[config.mk]
export PLATFORM = sky130hd
export DESIGN_NAME = clk_count_mc
export DESIGN_NICKNAME = d
export VERILOG_FILES = /design/src/rtl/clk_count_mc.sv
export SDC_FILE = /design/constraint.sdc
export NUM_CORES = 1
export LEC_CHECK = 0
export CAP_MARGIN = 40
export CORE_MARGIN = 2
export CORE_UTILIZATION = 46
export CTS_CLUSTER_DIAMETER = 120
export DETAILED_ROUTE_END_ITERATION = 7
export GPL_ROUTABILITY_DRIVEN = 0
export PLACE_DENSITY = 0.75
export SETUP_SLACK_MARGIN = 0.15
export SYNTH_ARGS = -nofsm -noshare
export SYNTH_HDL_FRONTEND = slang
export SYNTH_SLANG_ARGS = --single-unit
export TNS_END_PERCENT = 5
[constraint.sdc]
create_clock -name CLK_out -period 2.5 [get_ports CLK_out]
set_input_delay 0.5 -clock CLK_out [delete_from_list [all_inputs] [get_ports CLK_out]]
set_output_delay 0.5 -clock CLK_out [all_outputs]
set_load 0.005 [all_outputs]
[src/rtl/clk_count_mc.sv]
// Multi-channel modulo-M counter: counts 1..M per channel with a shadow modulus that takes effect on wrap.
// Optional per-channel wrap statistics are built when CLK_COUNT_WRAP_STAT_EN is defined.
module clk_count_mc #(
  parameter int NCH     = 2,
  parameter int W       = 3,
  parameter int RST_MOD = 7,
  parameter int WRAP_CW = 8,
  localparam int SW     = (NCH > 1) ? $clog2(NCH) : 1
) (
  input  logic               CLK_out,
  input  logic               rst_n,
  input  logic [NCH-1:0]     en,
  input  logic               sync_start,
  input  logic               mod_wr,
  input  logic [SW-1:0]      mod_sel,
  input  logic [W-1:0]       mod_data,
  output logic [NCH*W-1:0]   counter,
  output logic [NCH-1:0]     tc,
  output logic [NCH*W-1:0]   mod_cur
`ifdef CLK_COUNT_WRAP_STAT_EN
  ,
  output logic [NCH*WRAP_CW-1:0] wrap_cnt
`endif
);

  localparam logic [W-1:0] RST_M = W'(RST_MOD);
  localparam logic [W-1:0] ONE   = W'(1);

  if (NCH < 1 || NCH > 8 || W < 2 || W > 16 || WRAP_CW < 1) begin : g_bad_params
    $error("clk_count_mc: parameter out of range");
  end

  logic [W-1:0]   cnt_q [NCH];
  logic [W-1:0]   cnt_d [NCH];
  logic [W-1:0]   act_q [NCH];
  logic [W-1:0]   act_d [NCH];
  logic [W-1:0]   shd_q [NCH];
  logic [W-1:0]   shd_d [NCH];
  logic [NCH-1:0] tc_q;
  logic [NCH-1:0] tc_d;
  logic [NCH-1:0] wr_hit;
  logic [NCH-1:0] wrap_ev;

  // shd_d already folds in a same-edge write, so loading from it gives the shadow bypass for free.
  always_comb begin
    for (int k = 0; k < NCH; k++) begin
      wr_hit[k]  = mod_wr && (mod_sel == SW'(k));
      wrap_ev[k] = !sync_start && en[k] && (act_q[k] != '0) && (cnt_q[k] >= act_q[k]);
      shd_d[k]   = wr_hit[k] ? mod_data : shd_q[k];
      cnt_d[k]   = cnt_q[k];
      act_d[k]   = act_q[k];
      if (sync_start) begin
        act_d[k] = shd_d[k];
        cnt_d[k] = (shd_d[k] != '0) ? ONE : '0;
      end else if (act_q[k] == '0) begin
        cnt_d[k] = '0;
        if (wr_hit[k]) act_d[k] = mod_data;
      end else if (wrap_ev[k]) begin
        cnt_d[k] = ONE;
        act_d[k] = shd_d[k];
      end else if (en[k]) begin
        cnt_d[k] = cnt_q[k] + ONE;
      end
      tc_d[k] = (act_d[k] != '0) && (cnt_d[k] == act_d[k]);
    end
  end

  always_ff @(posedge CLK_out or negedge rst_n) begin
    if (!rst_n) begin
      for (int k = 0; k < NCH; k++) begin
        cnt_q[k] <= '0;
        act_q[k] <= RST_M;
        shd_q[k] <= RST_M;
      end
      tc_q <= '0;
    end else begin
      for (int k = 0; k < NCH; k++) begin
        cnt_q[k] <= cnt_d[k];
        act_q[k] <= act_d[k];
        shd_q[k] <= shd_d[k];
      end
      tc_q <= tc_d;
    end
  end

  always_comb begin
    counter = '0;
    mod_cur = '0;
    for (int k = 0; k < NCH; k++) begin
      counter[k*W +: W] = cnt_q[k];
      mod_cur[k*W +: W] = act_q[k];
    end
  end

  assign tc = tc_q;

`ifdef CLK_COUNT_WRAP_STAT_EN
  logic [WRAP_CW-1:0] wrap_q [NCH];
  logic [WRAP_CW-1:0] wrap_d [NCH];

  always_comb begin
    for (int k = 0; k < NCH; k++) begin
      wrap_d[k] = wrap_q[k];
      if (sync_start) wrap_d[k] = '0;
      else if (wrap_ev[k] && !(&wrap_q[k])) wrap_d[k] = wrap_q[k] + WRAP_CW'(1);
    end
  end

  always_ff @(posedge CLK_out or negedge rst_n) begin
    if (!rst_n) begin
      for (int k = 0; k < NCH; k++) wrap_q[k] <= '0;
    end else begin
      for (int k = 0; k < NCH; k++) wrap_q[k] <= wrap_d[k];
    end
  end

  always_comb begin
    wrap_cnt = '0;
    for (int k = 0; k < NCH; k++) wrap_cnt[k*WRAP_CW +: WRAP_CW] = wrap_q[k];
  end
`else
  // Wrap statistics not built: no wrap_cnt port or state.
`endif

endmodule

# [Word-level counts from Yosys, hierarchy flattened]
# Cells that the tools add are included.
[word_totals] out_inout_bits=14 reg_bits=20 word_cells=53 latch_bits=0 memories=0 ram_bits=0 rom_bits=0
[op_classes] muxes=20 div_mod_pow=0 n_reduce_logical=19 bitwise=1 mul=0 n_eq_ne=2 n_addsub=2 shift=0 n_lt_le_gt_ge=2
[ops] operator="$mux 3" n=18
[ops] operator="$reduce_bool 3->1" n=6
[ops] operator="$logic_and 1x1->1" n=10
[ops] operator="$add 3x1->3 const B" n=2
[ops] operator="$eq 3x3->1" n=2
[ops] operator="$ge 3x3->1" n=2
[ops] operator="$logic_not 3->1" n=2
[ops] operator="$mux 1" n=2
[ops] operator="$logic_not 1->1" n=1
[ops] operator="$not 1->1" n=1

# [Depth between registers and ports, before layout]
[depth] ltp_word=9 ltp_mapped=9 mapped_depth_nobuf=9

# [Least setup slack after synthesis]
# OpenSTA, ideal clock, no wires.
[synth_timing] path_kind="register -> register" from="register act_q, in the netlist mod_cur[5]" to="register tc_q[1], in the netlist tc[1]" path_stages_with_launch=9 synth_period_minus_slack_ns=2.371 arrival_time_ns=2.259 slack_ns=0.129 path_cell_list="dfstp_2 inv_1 ha_1 a21oi_1 o21ai_0 a31o_4 a211o_1 a22o_1 a2111oi_2"
[synth_between] elab_chain_cells=8 word_cells_on_any_way=15
[synth_rtl] item="start: declaration" line_no="35" source="logic [W-1:0] act_q [NCH];"
[synth_rtl] item="start signal: indexed assignment" line_no="79" source="act_q[k] <= act_d[k];"
[synth_rtl] item="branches (longest 7 deep; another with $ge 3x3->1)"
[synth_rtl] item="$logic_and 1x1->1 (*)" line_no="64" source="tc_d[k] = (act_d[k] != '0) && (cnt_d[k] == act_d[k]);"
[synth_rtl] item="named net tc_d[1]" line_no="40" source="logic [NCH-1:0] tc_d;"
[synth_rtl] item="end signal: assignment" line_no="82" source="tc_q <= tc_d;"
[synth_rtl] item="end: declaration" line_no="39" source="logic [NCH-1:0] tc_q;"
# Mark *: on every way through the listed nets, which the timed path passes.

# [Worst setup path after layout]
# Ends and elaborated chain as after synthesis.

==> results by group <==
Outcome
  – Status: finished, final reports clean

Placed design
  – Placed Area: 1560 um2
  – DP Worst Slack: -0.0770 ns
  – DPL Wire Length: 2140 um
  – Dpl cells: 188
  – Port Buffers: 23

Power and ir drop
  – Worst VDD drop: 0.804 mV
  – Tot Pwr: 1.62 mW
  – Power per cell area: 913 nW/um2
  – LEAKAGE: 0.804 nW

Die
  – Initial Util: 48.9%
  – Core ar.: 2500 um2
  – Die height: 55.6 um
  – Die area: 3090 um2
  – Die width: 55.6 um
  – I/O Pins: 24
  – Row count: 18

Drt
  – Total Wirelength: 3040 um
  – DRT Pass-1 Iters: 4
  – Antenna Nets Post-Route: 0
  – Vias: 1100
  – Avg WL per Cell: 15.4 um
  – Starting DRT DRC Count: 28
  – Remaining routing DRC violations: 0
  – Vias per inst: 5.56

STA
  – Clock Skew: 0.00305 ns
  – Final cycle utilization of the critical path: 91.5%
  – RSZ-0062 raised after global routing: true
  – Max-slew violations: 0
  – Final Worst Setup Slack: 0.213 ns
  – Min Hold Slack: 0.516 ns
  – Worst-Margin Slew: 0.663 ns
  – Final min period: 2.29 ns
  – Relative slew slack: 55.4%
  – Fmax: 0.437 GHz
  – Setup-failing EPs final: 0
  – Final Hold Vio Count: 0

Yosys
  – Register area share after synthesis: 42.2%
  – Async set or reset register ratio after synthesis: 100%
  – Ys flop type: dfstp_2
  – Post-Synthesis Cells: 127
  – Syn_area_per_cell: 9.63 um2
  – Post-Syn Area: 1220 um2
  – Flops & latches, synth: 20
  – Warnings from Yosys: 0
  – Mapped Nets: 145
  – Post-synth EDFFs: 0
  – Synth cell types: 40

Worst setup path
  – Worst Path Required: 2.71 ns
  – Crit. End Element: register
  – Critical path type: reg2reg
  – Startpoint types: register
  – Crit Path Max Fanout: 3
  – WP data arrival: 2.49 ns

Global routing
  – Global Route Usage Sum: 19.1%
  – Number of global-route vias before repair: 1051
  – Grt total ovfl: 0
  – Initial antenna violation count: 0
  – Largest net degree at the start of global routing: 21
  – First-pass GRT wire length: 4760 um

Clocking
  – Worst-path clk slew: 0.12 ns
  – CTS tree: done
  – Clk Latency, worst-skew pair: 0.30 ns
  – Cts hold-fix bufs: 0
  – Sink Count: 20
  – Root Driver: clkbuf_4
  – Cts bufs inserted: 3
  – CTS H-tree depth: 1
  – CTS max path bufs: 2

Final layout
  – Layout area overhead: 45.1%
  – Nets: 187
  – Finished Cell Area: 1770 um2
  – # diodes: 0
  – Fin cells: 198
  – Share of cells above drive strength 1: 33.3%

Flow run
  – MaxCap Viol Count: 0

Min path
  – Hold Path Class: in2async
placed cells by master (no fill, tap or decap), types with 2 or more instances in the layout:
master           netlist  layout
and3_1                 3       3
a21oi_2                0       3
dfrtp_1                8       8
mux2i_1                8       6
clkbuf_4               0       3
inv_1                 17      17
dfstp_2               12      12
nor2b_1                6       5
buf_4                  0      17
nand3_1                2       2
a31oi_1                3       2
o21ai_0                4       2
a21oi_1                9       6
nor3_2                 0       2
nor2_1                 4       4
nand2_1                8       8
xor2_1                 2       2
clkdlybuf4s50_1        0      23
nor3_1                 7       5
mux2i_2                0       2
ha_1                   8       7
worst max-delay path, stage by stage (launching register included):
cell       delay, ns
dfstp_2         0.56
inv_1           0.08
ha_4            0.23
a21oi_2         0.18
o21ai_2         0.11
a31o_4          0.26
a211o_1         0.33
a22o_1          0.25
a2111oi_4       0.19
synthesized netlist by cell type (2+ instances only):
cell type  instances  share of area, %
inv_1             17               5.2
o21ai_0            4               1.6
ha_1               8               8.2
a31oi_1            3               1.5
mux2i_1            8               6.6
nand3_1            2              0.82
nor2b_1            6               3.1
and3_1             3               1.5
nand2_1            8               2.5
nor2_1             4               1.2
dfrtp_1            8                16
a21oi_1            9               3.7
dfstp_2           12                26
nor3_1             7               2.9
xor2_1             2               1.4
xnor2_1            2               1.4
metal layers:
layer / wire length, um / vias up / global-route usage [%]
li1: - / 534 / -
met2: 1550 / 14 / 30.1
met1: 1410 / 550 / 27.4
met4: 13 / 0 / 6.62
met5: 0 / - / 0
met3: 68 / 2 / 1.64
layout make-up:
type / count / area [um2]
inverters: 17 / 63.8
well taps: 30 / 37.5
repair buffers: 40 / 358
clock buffers: 4 / 36.3
fillers: 188 / 726
flip-flops and latches: 20 / 515
multi-input cells: 87 / 763
sequential cells by signal, indices dropped and copies added (netlist names):
register  count
counter       6
mod_cur       6
shd_q         6
tc            2
logic make-up after synthesis:
logic type | synth area share [%]
adder cells (fa/ha/maj) | 8.19
AO/OA/AOI/OAI | 18.2
AND/OR/NAND/NOR | 15.8
multiplexers | 6.55
XOR/XNOR | 2.87
flip-flops | 42.2
buffers and inverters | 6.24
power by group:
group / internal (mW) / switching (mW)
Combinational: 0.477 / 0.439
Sequential: 0.437 / 0.0751
Clock: 0.0888 / 0.103
final timing paths:
check | start | to | slack, ns | cells past startpoint
worst max-delay path | mod_cur[5] | tc[1] | 0.21 | 8
worst min-delay path | rst_n | counter[0] | 0.52 | 2
worst max register to register | mod_cur[5] | tc[1] | 0.21 | 8
worst min register to register | shd_q[2] | shd_q[2] | 0.61 | 2
max in group asynchronous | rst_n | mod_cur[4] | 1.71 | 2
min in group CLK_out | shd_q[2] | shd_q[2] | 0.61 | 2
what timing repair did:
action                                  4_1_cts  5_1_grt
cloned                                        0        0
setup buffers                                 2        4
endpoints found under the setup margin        2        2
pin swaps                                     3        9
resized for setup                            10       15
per-stage QoR:
| step | setup TNS (ns) | utilization (%) |
|---|---|---|
| final | 0 | 71.0 |
| after global routing | 0 | 71.0 |
| after CTS | 0 | 66.1 |
| after detailed placement | -0.0770 | 62.4 |
| after global placement | 0 | 62.4 |
| after floorplan | 0 | - |
(Power assumes the default switching activity.)
